File: config.mk
export PLATFORM = sky130hd
export DESIGN_NAME = ifu_fetch
export DESIGN_NICKNAME = d
export VERILOG_FILES = /design/src/rtl/ifu_fetch.sv
export SDC_FILE = /design/constraint.sdc
export NUM_CORES = 1
export LEC_CHECK = 0
export BUFFER_PORTS_ARGS = -buffer_cell sky130_fd_sc_hd__buf_2
export CAP_MARGIN = 40
export CORE_MARGIN = 1.5
export CORE_UTILIZATION = 58
export DETAILED_ROUTE_END_ITERATION = 8
export GPL_ROUTABILITY_DRIVEN = 0
export GPL_TIMING_DRIVEN = 0
export HOLD_SLACK_MARGIN = 0.06
export PLACE_DENSITY = 0.88
export SYNTH_ARGS = -nofsm -noshare
export SYNTH_HDL_FRONTEND = slang
export SYNTH_SLANG_ARGS = --single-unit
File: constraint.sdc
create_clock -name clk -period 7.8 [get_ports clk]
set_clock_uncertainty 0.1 [all_clocks]
set_input_delay 1.56 -clock clk [delete_from_list [all_inputs] [get_ports clk]]
set_output_delay 1.56 -clock clk [all_outputs]
set_load 0.02 [all_outputs]
File: src/rtl/ifu_fetch.sv
// ifu_fetch: instruction fetch unit for the five-stage MIPS core.
// Issues one word read at a time over a req/gnt/rvalid handshake, buffers
// {pc, instr} pairs in a small FIFO and hands them to decode with valid/ready.
// Optional feature macro: IFU_ALIGN_CHECK_EN (word-aligns misaligned redirect
// targets and raises a sticky adel_flag).
module ifu_fetch #(
  parameter logic [31:0] RESET_PC = 32'h0000_3000,
  parameter int unsigned DEPTH    = 4
) (
  input  logic        clk,
  input  logic        reset_n,
  input  logic        jump_flag,
  input  logic [31:0] jump_target,
  output logic        imem_req,
  output logic [31:0] imem_addr,
  input  logic        imem_gnt,
  input  logic        imem_rvalid,
  input  logic [31:0] imem_rdata,
  output logic        if_valid,
  output logic [31:0] if_instr,
  output logic [31:0] if_pc,
  input  logic        id_ready,
  output logic        adel_flag
);

  localparam int unsigned PW = (DEPTH > 1) ? $clog2(DEPTH) : 1;
  localparam int unsigned CW = $clog2(DEPTH) + 1;
  localparam logic [CW-1:0] DEPTH_C = CW'(DEPTH);

  logic [31:0]   pc_q;
  logic [31:0]   out_pc;
  logic          outstanding;
  logic          discard;
  logic [CW-1:0] count;
  logic [PW-1:0] rd_ptr;
  logic [PW-1:0] wr_ptr;
  logic [31:0]   fifo_pc    [DEPTH];
  logic [31:0]   fifo_instr [DEPTH];

  logic          grant;
  logic          resp;
  logic          push;
  logic          pop;
  logic          out_next;
  logic [31:0]   redirect_pc;

`ifdef IFU_ALIGN_CHECK_EN
  logic misaligned;
  logic adel_q;

  // Misaligned redirect targets are forced onto a word boundary.
  always_comb begin
    misaligned  = (jump_target[1:0] != 2'b00);
    redirect_pc = {jump_target[31:2], 2'b00};
  end

  // Sticky address-error flag, cleared only by reset.
  always_ff @(posedge clk or negedge reset_n) begin
    if (!reset_n) begin
      adel_q <= 1'b0;
    end else if (jump_flag && misaligned) begin
      adel_q <= 1'b1;
    end
  end

  // Expose the sticky flag.
  always_comb begin
    adel_flag = adel_q;
  end
`else
  // Redirect target is taken verbatim; no alignment checking.
  always_comb begin
    redirect_pc = jump_target;
    adel_flag   = 1'b0;
  end
`endif

  // Request when no read is pending (or it completes now) and the FIFO has
  // room for every word already committed; a same-cycle pop is not credited.
  always_comb begin
    imem_req  = reset_n && (!outstanding || imem_rvalid) &&
                ((count + CW'(outstanding)) < DEPTH_C);
    imem_addr = pc_q;
    grant     = imem_req && imem_gnt;
    resp      = imem_rvalid && outstanding;
    push      = resp && !discard && !jump_flag;
    pop       = if_valid && id_ready;
    out_next  = grant || (outstanding && !resp);
  end

  // Head of FIFO to decode; zeroed while empty.
  always_comb begin
    if_valid = (count != '0);
    if_pc    = if_valid ? fifo_pc[rd_ptr]    : '0;
    if_instr = if_valid ? fifo_instr[rd_ptr] : '0;
  end

  // Fetch PC, in-flight read tracking and FIFO occupancy; redirect wins.
  always_ff @(posedge clk or negedge reset_n) begin
    if (!reset_n) begin
      pc_q        <= RESET_PC;
      out_pc      <= '0;
      outstanding <= 1'b0;
      discard     <= 1'b0;
      count       <= '0;
      rd_ptr      <= '0;
      wr_ptr      <= '0;
    end else begin
      if (grant) begin
        outstanding <= 1'b1;
        out_pc      <= pc_q;
      end else if (resp) begin
        outstanding <= 1'b0;
      end

      // A read still in flight after a redirect belongs to the old stream.
      if (jump_flag) begin
        pc_q    <= redirect_pc;
        discard <= out_next;
      end else if (grant) begin
        pc_q    <= pc_q + 32'd4;
        discard <= 1'b0;
      end

      if (jump_flag) begin
        count  <= '0;
        rd_ptr <= '0;
        wr_ptr <= '0;
      end else begin
        if (push) begin
          wr_ptr <= wr_ptr + PW'(1);
        end
        if (pop) begin
          rd_ptr <= rd_ptr + PW'(1);
        end
        count <= count + CW'(push) - CW'(pop);
      end
    end
  end

  // FIFO storage; contents are only observable through a non-zero count.
  always_ff @(posedge clk) begin
    if (push) begin
      fifo_pc[wr_ptr]    <= out_pc;
      fifo_instr[wr_ptr] <= imem_rdata;
    end
  end

endmodule

; ---- Word-level counts from Yosys, hierarchy flattened
; Memory sizes are Yosys's and may differ from the RTL's.
; Index checks and enable logic that the tools add are counted.
[word_totals]
reg_bits = 73
ram_bits = 256
in_bits = 70
out_inout_bits = 99
elab_cells = 50
n_memories = 2
[classes]
n_addsub = 6
order_cmp = 1
mux = 15
reduce_logical = 19
[memory_table]
columns = name, words, width, rd, rd_clocked_by_memory_dff, wr, line
row1 = fifo_instr, 4, 32, 1, 0, 1, 38  ; logic [31:0] fifo_instr [DEPTH];
row2 = fifo_pc, 4, 32, 1, 0, 1, 37  ; logic [31:0] fifo_pc [DEPTH];
[op_table]
columns = operator, count
row1 = 32-bit two-way mux, 4
row2 = "32-bit by 3-bit adder with 32-bit output, second input constant", 1
row3 = 1-bit logical AND, 8
row4 = 2-bit two-way mux, 4
row5 = 2-bit nonzero test, 4
row6 = 3-bit by 1-bit adder with 3-bit output, 2
row7 = 1-bit two-way mux, 6
row8 = "2-bit by 1-bit adder with 2-bit output, second input constant", 2
row9 = 1-bit logical NOT, 4
row10 = "3-bit less-than comparator, second input constant", 1
row11 = 3-bit two-way mux, 1
row12 = 3-bit nonzero test, 1
row13 = 3-bit by 1-bit subtractor with 3-bit output, 1
row14 = 1-bit logical OR, 2

; ---- Longest topological paths before layout
; Gate-level depths: netlist of run 1.
[depth]
depth_word = 7
ltp_mapped = 10
ltp_nobuf = 10

; ---- Worst setup path before layout of run 1
; Ideal clock, no wire load.
[synth_path]
kind = input to register
startpoint = in jump_flag
endpoint = mem fifo_instr[0][0] (enable)
setup_time_ns = 0.429
t_arrival_ns = 3.589
t_required_ns = 7.271
slack_ns = 3.682
cell_stages = 3
path_buffers = 1
cell_sequence = clkbuf_1 -> nor3_1 -> and2_1
[synth_via]
elab_chain_len = 4
[synth_lines]
columns = item, line
row1 = start: declaration, 12  ; input logic jump_flag,
row2 = 1-bit logical NOT, 86  ; push = resp && !discard && !jump_flag;
row3 = 1-bit logical AND, 86
row4 = 1-bit two-way mux, 143  ; if (push) begin
row5 = 1-bit two-way mux (not written as such), 145  ; fifo_instr[wr_ptr] <= imem_rdata;
row6 = end: declaration, 38
; No other way between the ends.

; ---- Final worst setup path of run 1
[layout_path]
startpoint = reg rd_ptr[1]
endpoint = out if_pc[27]
[layout_via]
elab_chain_len = 2
[layout_lines]
columns = item, line
row1 = start: declaration, 35  ; logic [PW-1:0] rd_ptr;
row2 = start signal: assignment, 134  ; rd_ptr <= rd_ptr + PW'(1);
row3 = memory 4 x 32 bit, n/a
row4 = 32-bit two-way mux, 94  ; if_pc = if_valid ? fifo_pc[rd_ptr] : '0;
row5 = end: declaration, 21  ; output logic [31:0] if_pc,
; No other way between the ends.

==> results of run 1 <==
[cells by family after synthesis]
group	synth area share, %
AND/OR/NAND/NOR	7.272
multiplexers	13.78
buffers and inverters	1.522
other	0.02834
XOR/XNOR	1.192
adder cells (fa/ha/maj)	0.8132
AO/OA/AOI/OAI	3.471
flip-flops	71.92
[worst max-delay path: stages (launching register included)]
cell and delay, ns:
dfrtp_1 0.34, clkbuf_1 0.55, clkbuf_1 0.61, mux4_2 0.41, and2_1 0.19, buf_2 0.16
[stage by stage]
stage	power, mW	cells
floorplan	3.125	737
global placement	3.530	1188
detailed placement	3.594	1195
CTS	5.275	1257
global route	5.442	1257
finish	5.233	1257
[sequential cells by signal, summed over array words and instances, names as in the netlist]
name,cells
imem_addr,32
wr_ptr,2
outstanding,1
discard,1
count,3
fifo_instr,128
fifo_pc,128
rd_ptr,2
out_pc,32
[power groups by stage]
stage | logic [mW] | clock network, mW | registers [mW]
after floorplan | 0.865 | 0 | 2.26
after global placement | 1.25 | 0 | 2.28
after detailed placement | 1.29 | 0 | 2.30
after CTS | 1.30 | 1.70 | 2.27
after global routing | 1.38 | 1.77 | 2.29
final | 1.28 | 1.68 | 2.27
[path summary, 6_finish.rpt]
path | end | slack, ns | depth (start not counted)
max | if_pc[27] | 3.36 | 5
min | fifo_pc[1][8]$_DFFE_PP_ | 0.41 | 0
max reg2reg | count[2]$_DFF_PN0_ | 5.19 | 10
min reg2reg | fifo_pc[1][8]$_DFFE_PP_ | 0.41 | 0
max in group asynchronous | imem_addr[13]$_DFFE_PN1P_ | 6.15 | 2
min in group asynchronous | out_pc[15]$_DFFE_PN0P_ | 0.84 | 1
[Yosys cell counts, types with 2 or more instances]
| cell | count |
|---|---|
| nor4_1 | 6 |
| o211ai_2 | 2 |
| edfxtp_1 | 256 |
| buf_2 | 11 |
| nand2_1 | 29 |
| o211a_1 | 3 |
| or3_1 | 11 |
| inv_1 | 9 |
| nor2b_1 | 2 |
| ha_1 | 7 |
| dfstp_2 | 2 |
| mux2_2 | 33 |
| mux4_2 | 64 |
| and2_1 | 70 |
| o2111ai_1 | 6 |
| o211ai_1 | 5 |
| a211o_1 | 3 |
| o21ai_0 | 27 |
| buf_4 | 2 |
| or4_1 | 2 |
| clkbuf_1 | 24 |
| xor2_1 | 15 |
| nand4_1 | 8 |
| nand3_1 | 9 |
| o21ai_1 | 2 |
| a31oi_1 | 10 |
| o31a_1 | 2 |
| and3_1 | 3 |
| nor2_1 | 20 |
| dfrtp_1 | 71 |
| buf_1 | 2 |
| and4_1 | 2 |
| xnor2_1 | 3 |
[layout by cell type (no fill, tap or decap), types with 7 or more instances in the layout]
cell and instances:
xor2_1 15, dfrtp_1 71, mux2_2 33, nand3_1 9, clkbuf_16 38, nor2_1 20, ha_1 7, and2_1 66
or3_1 11, mux4_2 64, nand2_1 29, edfxtp_1 256, clkbuf_1 31, inv_1 9, buf_2 176, nand4_1 8
o21ai_0 27, a31oi_1 10
[per-layer routing]
metal | vias to the layer above | global-route usage (%) | wire length (µm) | share of wire (%)
li1 | 3300 | - | - | -
met1 | 3811 | 32.49 | 11200 | 41
met2 | 337 | 38.91 | 13640 | 50
met3 | 59 | 4.989 | 1937 | 7.0
met4 | 0 | 8.183 | 747 | 2.7
met5 | - | 0 | 0 | 0
[cell type report]
type,count,area share [%]
Buffer,39,1.063
Clock buffer,48,6.417
Clock inverter,14,1.103
Inverter,9,0.2142
Multi-Input combinational cell,360,22.34
Sequential cell,329,60.33
Tap cell,285,2.261
Timing Repair Buffer,173,6.274
==> metrics, run 1 <==
hold wc startpoint out_pc[8]$_DFFE_PN0P_; # resized after CTS 0; post-synth top area share 58.10%; Final Worst Setup Slack 3.364 ns; CP Capture Type output port; final hold vios 0; biggest area consumer among synthesized cells edfxtp_1; number of global-route vias before repair 7642; Worst Max-Slew Pin Slew 0.7119 ns; synthesis-stage register bit count 329; row count 55; Sw Ratio 29.18%; RSZ-0062 raised after global routing no; CTS root buf clkbuf_16; syn_nets 815; WP data required 6.14 ns; ys async rst share 22.19%; Sequential Power Share 43.4%; Final Cell Area 15770 µm²; routed wire length 27.53 mm; initial antenna violation count 1; Inserted Clock Buffers 34; fmax 225.4 MHz; hold crit path type reg -> reg; WHS 0.4079 ns; largest net degree at the start of global routing 57; routed length per instance 21.90 µm; top area cells in the synthesized netlist edfxtp_1 58%, dfrtp_1 13%, mux4_2 11%, and2_1 3.3%, mux2_2 2.8%; Final setup viols 0; GRT Util Overall 23.85%; crit path kind reg -> out; maximum fanout along the worst path 10; share of layout cells above drive strength 1 35.91%; CTS sink count 329; Post-Synthesis Cell Area 13230 µm²; global-route wire length before repair 42.49 mm; final net count 1024; MaxCap Viol Count 0; core outline area 22500 µm²; ant diodes 0; Area after DPL 14590 µm²; die width 154.0 µm; Layout area overhead 19.22%; Psw 1.527 mW; total number of vias 7507; Sum Neg Setup Slack 0 ns; Final ANT Viol Nets 0; DP HPWL 17.75 mm; Gate Count Post-Synth 737; Netlist cell types 49; crit path time final 4.436 ns; die height 154.0 µm; worst rel slew slack 52.54%; Static Leakage 5.762 nW; Via density 5.972; Pwr Density 331.8 nW/µm²; Clock Latency Late Sink 0.50 ns; clock network fraction of total power 32.1%; EDFF count, synth 256; # Post-CTS Setup Buffers 0; worst slack, placed 3.421 ns; Syn. warnings 0; beginning of the critical path rd_ptr[1]$_DFFE_PN0P_; status finished clean; Int Pwr 3.706 mW; area of the multi-input gates 3523 µm²; CTS Hold Bufs 0; post-layout util 70.10%; Top FF cell, synth edfxtp_1; Comb power frac 24.5%; Initial DRC Count 674; Port-buffer cells 166; htree depth 2; nature of the critical path startpoint flip-flop; FILL cells 1421; total area of sequential cells 9517 µm²; Initial Util 58.80%; GRT overflow 0; worst r2r src outstanding$_DFFE_PN0P_; CTS tree built; Max VDD drop 0.2300 mV; Ports 169; die footprint 23730 µm²; Worst-path clk slew 0.06 ns; final max-slew violation count 0; DRC Markers 0; first drt pass iteration count 5; Synth Area per Inst 17.95 µm²; sequential area share after synthesis 71.92%; Worst EP arrival 2.78 ns; Final Cycle Share 56.87%; clock buffer depth 3
No activity file was read; power rests on OpenSTA's default activity.
==> run 2, diff against run 1 <==
--- a/config.mk
+++ b/config.mk
@@ -5,15 +5,16 @@
 export SDC_FILE = /design/constraint.sdc
 export NUM_CORES = 1
 export LEC_CHECK = 0
+export ABC_AREA = 1
 export BUFFER_PORTS_ARGS = -buffer_cell sky130_fd_sc_hd__buf_2
 export CAP_MARGIN = 40
 export CORE_MARGIN = 1.5
-export CORE_UTILIZATION = 58
+export CORE_UTILIZATION = 52
 export DETAILED_ROUTE_END_ITERATION = 8
 export GPL_ROUTABILITY_DRIVEN = 0
 export GPL_TIMING_DRIVEN = 0
 export HOLD_SLACK_MARGIN = 0.06
-export PLACE_DENSITY = 0.88
+export PLACE_DENSITY = 0.83
 export SYNTH_ARGS = -nofsm -noshare
 export SYNTH_HDL_FRONTEND = slang
 export SYNTH_SLANG_ARGS = --single-unit
==> constraint.sdc (replaced) <==
create_clock -name clk -period 3.7 [get_ports clk]
set_clock_uncertainty 0.1 [all_clocks]
set_input_delay 0.74 -clock clk [delete_from_list [all_inputs] [get_ports clk]]
set_output_delay 0.74 -clock clk [all_outputs]
set_load 0.02 [all_outputs]
==> run 2 against run 1 <==
Against the previous run: worst setup slack got worse by 2.9 ns; combinational power rose to 2.6 times the previous value; cell area rose by 3.9%; first-iteration DRC count rose by 46%; clock-buffer cell count fell by 7; core utilization fell by 7.2 points; critical endpoint is now if_instr[2]; sequential power rose by 120%; via count rose by 37%; critical path type unchanged.
==> metrics, run 2 <==
routed wire length 33.91 mm; final net count 1591; syn_nets 1378; MaxCap Viol Count 0; Worst EP arrival 2.44 ns; WL met2 16.37 mm; htree depth 2; worst path bufs/invs 3; WP data required 2.86 ns; Sum Neg Setup Slack 0 ns; Netlist cell types 30; cell with the most instances after synthesis nor2_1; RSZ-0062 raised after global routing no; Largest stage delay, worst path 0.52 ns; CTS tree built; final hold vios 0; total number of vias 10.25k; CTS sink count 329; most frequent cells in the layout 295 x nor2_1, 256 x edfxtp_1, 227 x nand2_1; maximum fanout along the worst path 10; non-filler cells, final 1873; Via density 5.475; Port-buffer cells 166; FILL cells 1983; Post-synth top cells 299 x nor2_1, 256 x edfxtp_1, 227 x nand2_1; Static Leakage 6.575 nW; largest net degree at the start of global routing 50; share of layout cells above drive strength 1 18.01%; initial antenna violation count 0; Area after DPL 15290 µm²; number of global-route vias before repair 9930; WHS 0.3277 ns; Syn. warnings 0; Inserted Clock Buffers 34; Ports 169; met3 wire length 2.973 mm; top flop regs fifo_instr (128), fifo_pc (128); core outline area 26060 µm²; post-layout util 62.88%; die footprint 27510 µm²; crit path time final 3.281 ns; DP HPWL 22.43 mm; Final Cell Area 16390 µm²; Top FF cell, synth edfxtp_1; CP Capture Type output port; total chip power 11.53 mW; Initial Util 52.94%; die height 165.9 µm; top area cells in the synthesized netlist edfxtp_1 56%, dfrtp_1 13%, nor2_1 8.1%, nand2_1 6.2%, o21ai_0 5.6%; commonest non-fill, non-tap cell in the layout nor2_1; Final ANT Viol Nets 0; Final Worst Setup Slack 0.4195 ns; crit path cell chain clkbuf_1 > buf_1 > nor2_1 > o21ai_0 > a21oi_1 > buf_2; nature of the critical path startpoint flip-flop; Gate Count Post-Synth 1300; placed insts 1810; GRT Util Overall 24.19%; Post-Synthesis Cell Area 13790 µm²; die width 165.9 µm; final max-slew violation count 0; Final Cycle Share 88.66%; Worst Max-Slew Pin Slew 0.9103 ns; EDFF count, synth 256; routed length per instance 18.10 µm; GRT overflow 0; # Post-CTS Setup Buffers 0; ys async rst share 22.19%; CTS root buf clkbuf_16; sequential area share after synthesis 68.99%; fmax 304.8 MHz; row count 59; synthesis-stage register bit count 329; post-synth top area share 55.73%; worst rel slew slack 39.17%; hold crit path type in -> reg; CTS Hold Bufs 1; met1 wire length 13.79 mm; Final setup viols 0; # resized after CTS 0; crit path kind reg -> out; Worst-path clk slew 0.06 ns; top sig layer met4; worst slack, placed 0.6593 ns; ant diodes 0; first drt pass iteration count 5; clock buffer depth 3; Clock Latency Late Sink 0.50 ns; status finished clean; Initial DRC Count 987; critical path's slowest cell buf_1; DRC Markers 0; Synth Area per Inst 10.61 µm²; biggest area consumer among synthesized cells edfxtp_1; global-route wire length before repair 52.65 mm; Pwr Density 703.6 nW/µm²; Max VDD drop 0.4156 mV; CP delay by family, top buffers and inverters; Layout area overhead 18.78%
## run 2: changes by cell type after synthesis, sizes merged, moves of 11 or more
| cell | delta |
|---|---|
| nand2 | +201 |
| inv | +47 |
| mux2 | -33 |
| nor2 | +285 |
| a21oi | +67 |
| o21ai | +128 |
| buf | +26 |
| and2 | -68 |
| or3 | -11 |
| mux4 | -64 |
| nand3 | +53 |
## run 2: where the power goes
part | total (mW) | leakage, nW | internal (mW) | switching, mW
sequential | 4.93 | 3.23 | 4.51 | 0.424
combinational | 3.32 | 2.83 | 0.963 | 2.36
clock | 3.27 | 0.510 | 1.87 | 1.40
total | 11.5 | 6.57 | 7.34 | 4.19
## run 2: cells by family (layout without fill, tap and decap cells)
family / Yosys count / after routing / share of synthesized area, %
AOI/OAI and AO/OA: 226 / 226 / 8.200
xor gates and xnor gates: 10 / 10 / 0.6349
adders and majority gates: 8 / 8 / 0.7800
buffers and inverters: 122 / 360 / 3.882
DFF: 329 / 329 / 68.99
other: 1 / 1 / 0.02718
and+or+nand+nor: 604 / 604 / 17.49
## run 2: layout make-up
class / count / area, µm² / share of cell area [%]
Clock inverter: 20 / 181.4 / 1.107
Buffer: 66 / 325.3 / 1.985
Multi-Input combinational cell: 849 / 3772 / 23.02
Timing Repair Buffer: 177 / 1074 / 6.552
Clock buffer: 41 / 887.1 / 5.414
Sequential cell: 329 / 9517 / 58.08
Inverter: 56 / 210.2 / 1.283
Tap cell: 335 / 419.2 / 2.558
## run 2: worst paths after layout
path	startpoint	to	slack, ns	cells past startpoint
min reg2reg	out_pc[21]$_DFFE_PN0P_	fifo_pc[2][21]$_DFFE_PP_	0.42	0
max	rd_ptr[1]$_DFFE_PN0P_	if_instr[2]	0.42	6
max reg2reg	discard$_DFFE_PN0P_	fifo_instr[3][12]$_DFFE_PP_	1.16	7
max in group asynchronous	reset_n	imem_addr[13]$_DFFE_PN1P_	2.29	3
min in group asynchronous	reset_n	rd_ptr[0]$_DFFE_PN0P_	0.58	2
min	imem_rdata[26]	fifo_instr[1][26]$_DFFE_PP_	0.33	1
## run 2: metal layers
| layer | vias to the layer above | global-route usage (%) |
|---|---|---|
| li1 | 4833 | - |
| met1 | 4844 | 32.84 |
| met2 | 522 | 39.96 |
| met3 | 55 | 4.385 |
| met4 | 0 | 7.442 |
| met5 | - | 0 |
## run 2: worst reg2reg max path, stage by stage (launching register included)
cell	delay, ns
dfrtp_1	0.36
inv_1	0.07
nand3_1	0.07
inv_1	0.09
nand2_1	0.27
nor2_4	0.80
buf_12	0.30
buf_16	0.19
